==> src/rtl/i2c_pcf8574_target.sv <==
// i2c_pcf8574_target: PCF8574-style I2C target; written bytes appear on port_out, reads return port_in.
module i2c_pcf8574_target #(
  parameter logic [6:0] ADDR      = 7'h27,
  parameter logic [7:0] RESET_VAL = 8'hFF
) (
  input  logic       clk,
  input  logic       rst_n,
  input  logic       scl_in,
  input  logic       sda_in,
  output logic       sda_oe,
  output logic [7:0] port_out,
  input  logic [7:0] port_in,
  output logic       wr_strobe,
  output logic       rd_strobe,
  output logic       busy
);
  typedef enum logic [2:0] {S_IDLE, S_ADDR, S_ADDR_ACK, S_WR, S_WR_ACK, S_RD, S_RD_ACK, S_IGNORE} state_t;
  state_t     r_state, w_state_nx;
  logic [2:0] r_scl, r_sda;
  logic [3:0] r_cnt, w_cnt_nx;
  logic [7:0] r_sr, w_sr_nx, r_port, w_port_nx;
  logic       r_oe, w_oe_nx, r_wr, w_wr_nx, r_rd, w_rd_nx, r_busy, w_busy_nx;
  logic       w_rise, w_fall, w_start, w_stop, w_sda, w_full, w_match;

  // bit 1 is the synchronized level, bit 2 its one-cycle history
  assign w_sda   = r_sda[1];
  assign w_rise  = r_scl[1] & ~r_scl[2];
  assign w_fall  = ~r_scl[1] & r_scl[2];
  assign w_start = r_scl[1] & r_scl[2] & r_sda[2] & ~r_sda[1];
  assign w_stop  = r_scl[1] & r_scl[2] & ~r_sda[2] & r_sda[1];
  assign w_full  = r_cnt == 4'd8;
  assign w_match = r_sr[7:1] == ADDR;

  assign sda_oe    = r_oe;
  assign port_out  = r_port;
  assign wr_strobe = r_wr;
  assign rd_strobe = r_rd;
  assign busy      = r_busy;

  always_ff @(posedge clk or negedge rst_n)
    if (!rst_n) r_state <= S_IDLE;
    else        r_state <= w_state_nx;

  always_comb begin
    w_state_nx = r_state;
    if (w_start) w_state_nx = S_ADDR;
    else if (w_stop) w_state_nx = S_IDLE;
    else
      case (r_state)
        S_ADDR:     if (w_fall && w_full) w_state_nx = w_match ? S_ADDR_ACK : S_IGNORE;
        S_ADDR_ACK: if (w_fall) w_state_nx = r_sr[0] ? S_RD : S_WR;
        S_WR:       if (w_fall && w_full) w_state_nx = S_WR_ACK;
        S_WR_ACK:   if (w_fall) w_state_nx = S_WR;
        S_RD:       if (w_fall && w_full) w_state_nx = S_RD_ACK;
        S_RD_ACK:   if (w_rise && w_sda) w_state_nx = S_IGNORE;
                    else if (w_fall && r_cnt == 4'd1) w_state_nx = S_RD;
        default:    ;
      endcase
  end

  always_comb begin
    w_oe_nx   = r_oe;
    w_cnt_nx  = r_cnt;
    w_sr_nx   = r_sr;
    w_port_nx = r_port;
    w_busy_nx = r_busy;
    w_wr_nx   = 1'b0;
    w_rd_nx   = 1'b0;
    if (w_start || w_stop) begin
      w_oe_nx   = 1'b0;
      w_cnt_nx  = 4'd0;
      w_busy_nx = 1'b0;
    end else
      case (r_state)
        S_ADDR, S_WR:
          if (w_rise) begin
            w_sr_nx  = {r_sr[6:0], w_sda};
            w_cnt_nx = r_cnt + 4'd1;
          end else if (w_fall && w_full) begin
            w_cnt_nx = 4'd0;
            w_oe_nx  = (r_state == S_WR) | w_match;
          end
        S_ADDR_ACK:
          if (w_fall) begin
            w_busy_nx = 1'b1;
            w_cnt_nx  = 4'd0;
            w_sr_nx   = r_sr[0] ? port_in : r_sr;
            w_rd_nx   = r_sr[0];
            w_oe_nx   = r_sr[0] & ~port_in[7];
          end
        S_WR_ACK:
          if (w_fall) begin
            w_oe_nx   = 1'b0;
            w_port_nx = r_sr;
            w_wr_nx   = 1'b1;
            w_cnt_nx  = 4'd0;
          end
        S_RD:
          if (w_rise) w_cnt_nx = r_cnt + 4'd1;
          else if (w_fall) begin
            w_cnt_nx = w_full ? 4'd0 : r_cnt;
            w_sr_nx  = w_full ? r_sr : {r_sr[6:0], 1'b0};
            w_oe_nx  = ~w_full & ~r_sr[6];
          end
        // cnt=1 marks a master ACK seen on the ninth rise
        S_RD_ACK:
          if (w_rise) begin
            w_busy_nx = ~w_sda;
            w_cnt_nx  = w_sda ? 4'd0 : 4'd1;
          end else if (w_fall && r_cnt == 4'd1) begin
            w_sr_nx  = port_in;
            w_rd_nx  = 1'b1;
            w_oe_nx  = ~port_in[7];
            w_cnt_nx = 4'd0;
          end
        default: w_oe_nx = 1'b0;
      endcase
  end

  always_ff @(posedge clk or negedge rst_n)
    if (!rst_n) begin
      r_scl  <= 3'b111;
      r_sda  <= 3'b111;
      r_oe   <= 1'b0;
      r_cnt  <= 4'd0;
      r_sr   <= 8'd0;
      r_port <= RESET_VAL;
      r_wr   <= 1'b0;
      r_rd   <= 1'b0;
      r_busy <= 1'b0;
    end else begin
      r_scl  <= {r_scl[1:0], scl_in};
      r_sda  <= {r_sda[1:0], sda_in};
      r_oe   <= w_oe_nx;
      r_cnt  <= w_cnt_nx;
      r_sr   <= w_sr_nx;
      r_port <= w_port_nx;
      r_wr   <= w_wr_nx;
      r_rd   <= w_rd_nx;
      r_busy <= w_busy_nx;
    end
endmodule

==> config.mk <==
export PLATFORM = sky130hd
export DESIGN_NAME = i2c_pcf8574_target
export DESIGN_NICKNAME = d
export VERILOG_FILES = /design/src/rtl/i2c_pcf8574_target.sv
export SDC_FILE = /design/constraint.sdc
export NUM_CORES = 1
export LEC_CHECK = 0
export ABC_AREA = 1
export BUFFER_PORTS_ARGS = -buffer_cell sky130_fd_sc_hd__buf_4
export CORE_ASPECT_RATIO = 0.8
export CORE_MARGIN = 3
export CORE_UTILIZATION = 30
export CTS_CLUSTER_DIAMETER = 50
export CTS_CLUSTER_SIZE = 16
export DETAILED_ROUTE_END_ITERATION = 10
export PLACE_DENSITY = 0.58
export SETUP_SLACK_MARGIN = 0.15
export SLEW_MARGIN = 15
export SYNTH_ARGS = -nofsm -noshare
export SYNTH_HDL_FRONTEND = slang
export SYNTH_SLANG_ARGS = --single-unit
==> constraint.sdc <==
create_clock -name clk -period 4.4 [get_ports clk]
set_input_delay 0.66 -clock clk [delete_from_list [all_inputs] [get_ports clk]]
set_output_delay 0.66 -clock clk [all_outputs]
set_load 0.02 [all_outputs]
==> metrics <==
Highest Clock Rate 464 MHz; layout cell share with drive strength beyond 1 0.226; Hold Fails Final Rpt 0; filler cell count 702; antenna-violating nets left 0; Ant. Diodes 0; Initial Utilization 0.318; worst setup margin 2.25 ns; post-synthesis cell type count 29; CTS Root Cell clkbuf_8; Seq/Total Area, Yosys 0.401; Post-Route Skew 0.00507 ns; die width 99.6 um; static leakage 1.19 nW; post-route cell area 0.00243 mm2; max_cap viols 0; critical path peak fanout 12; maximum vdd drop 0.357 mV; Area Overhead vs Synth 15.7%; Final Max Slew Viols 0; clock-pin slew on the worst setup and hold paths 0.07 ns; Worst Path Arrival 2.33 ns; crit end category register; unrepaired setup endpoints after global routing false; Max Root-Sink Buffers 2; routed via count 1852; DR DRC count 0; CTS tree yes; crit path kind register to register; Initial DRT Pass Iterations 4; routability cong. 0.902; Yosys reg bits 33; Slew @ Worst Pin 0.711 ns; chip height 80.9 um; WL/cell 12.5 um; Clock Sinks 33; vias in the first global route 1694; Worst Hold Class input port to async pin; pwr/cell area 689 mW/mm2; Final Cycle Share 0.490; Core ar. 0.00660 mm2; global route overflow 0; largest net degree at the start of global routing 34; syn_area_per_cell 7.57 um2; Startpoint Class register; port bufs 23; Clock Latency Late Sink 0.28 ns; Vias per Instance 4.81; row count 26; DP Area 0.00232 mm2; count of final setup violators 0; depth of the CTS H-tree 2; Mapped Area 0.00210 mm2; GRT Util Overall 0.129; CTS resizes 0; minimum clock period 2.15 ns; TNS Setup 0 ns; net count after synthesis 296; Design Power 1.68 mW; Layout Nets 318; Critical Path RT 4.57 ns; cts bufs inserted 5; status finished clean; post-synthesis cell count 278; Synth warnings 0; first-pass GRT wire length 8140 um; Hold Buf Count CTS 0; Top Ports 24; total die area 0.00806 mm2; DRT iter0 DRCs 87; Place WS 2.26 ns; Layout Utilization 0.369; postcts setup bufs 0; HPWL after DPL 3690 um; antenna violations before repair 0; Max transition margin 0.524; total wire length 4820 um
-- worst paths after layout --
path | from | slack, ns | cells after the start | to
worst min register to register | r_scl[0]$_DFF_PN1_ | 0.36 | 0 | r_scl[1]$_DFF_PN1_
max in group asynchronous | rst_n | 3.74 | 1 | port_out[6]$_DFFE_PN1P_
worst max register to register | r_scl[1]$_DFF_PN1_ | 2.25 | 9 | r_sr[4]$_DFFE_PN0P_
worst min-delay path | rst_n | 0.30 | 1 | r_state[2]$_DFFE_PN0P_
min in group clk | r_scl[0]$_DFF_PN1_ | 0.36 | 0 | r_scl[1]$_DFF_PN1_
worst max-delay path | r_scl[1]$_DFF_PN1_ | 2.25 | 9 | r_sr[4]$_DFFE_PN0P_
-- stage by stage --
step / std cells / hold slack [ns]
floorplan: 278 / 0.345
global placement: 377 / 0.348
detailed placement: 377 / 0.348
CTS: 385 / 0.325
global route: 385 / 0.330
finish: 385 / 0.303
-- layer usage --
layer / share of wire / track usage / vias to the layer above
met1: 0.49 / 0.183 / 843
met4: 0.014 / 0.0450 / 0
met5: 0 / 0 / -
met3: 0.068 / 0.0309 / 8
li1: - / - / 956
met2: 0.43 / 0.192 / 45
-- flip-flops by register name, summed over array words and instances (netlist names), 3 cells and up --
name and count:
r_state 3, r_sr 8, r_scl 3, port_out 8
r_sda 3, r_cnt 4
-- cell usage after synthesis, drive strengths merged --
master / n / area, um2
nand3: 34 / 200
ha: 6 / 75.1
and2: 1 / 8.76
clkbuf: 1 / 3.75
inv: 27 / 104
dfstp: 14 / 368
o21ai: 23 / 126
o211ai: 8 / 60.1
nor3: 3 / 20.0
nand2: 87 / 352
nor2: 31 / 148
a21oi: 7 / 35.0
dfrtp: 19 / 475
o22ai: 1 / 6.26
buf: 7 / 60.1
nand4: 7 / 43.8
xor2: 2 / 17.5
-- layout make-up --
| type | instances | area [um2] | share of cell area |
|---|---|---|---|
| tap | 84 | 105 | 0.0432 |
| clock buffer | 7 | 86.3 | 0.0355 |
| clock inverter | 1 | 30.0 | 0.0123 |
| multi-input combinational | 210 | 1090 | 0.449 |
| sequential | 33 | 843 | 0.347 |
| inverter | 27 | 104 | 0.0427 |
| timing repair buffer | 23 | 173 | 0.0710 |
-- cell usage in the layout, fill, tap and decap left out, types with 7 or more instances in the layout --
| cell type | synthesis | layout |
|---|---|---|
| nand4_1 | 7 | 7 |
| dfstp_2 | 14 | 14 |
| nor2_1 | 24 | 24 |
| dfrtp_1 | 19 | 19 |
| inv_1 | 22 | 22 |
| a21oi_1 | 7 | 7 |
| nand2_1 | 81 | 81 |
| buf_4 | 0 | 23 |
| nand3_1 | 31 | 31 |
| o21ai_0 | 13 | 13 |
| o211ai_1 | 8 | 8 |
| o21ai_1 | 9 | 9 |
-- critical path, stage by stage, from the launching register on --
cell,delay [ns]
dfstp_2,0.38
ha_1,0.24
nand2_1,0.07
nor2_1,0.04
nor2_1,0.56
nand2_1,0.29
nor2_8,0.21
nand3_4,0.12
nand2_1,0.09
nand2_1,0.05
-- cell families (layout without fill, tap and decap cells) --
logic type,Yosys count,count (layout),share of synthesized area
buf+inv,35,58,0.0797
flops,33,33,0.401
fa+ha+maj,6,6,0.0357
simple gates,163,163,0.367
compound gates,39,39,0.108
xor+xnor,2,2,0.00833
-- power by group --
part           leakage, nW  internal (mW)  total, mW  switching [mW]
sequential           0.395          0.417      0.524           0.107
clock               0.0585          0.185      0.294           0.110
combinational        0.736          0.297      0.859           0.563
Power figures use the tool's default switching activity.
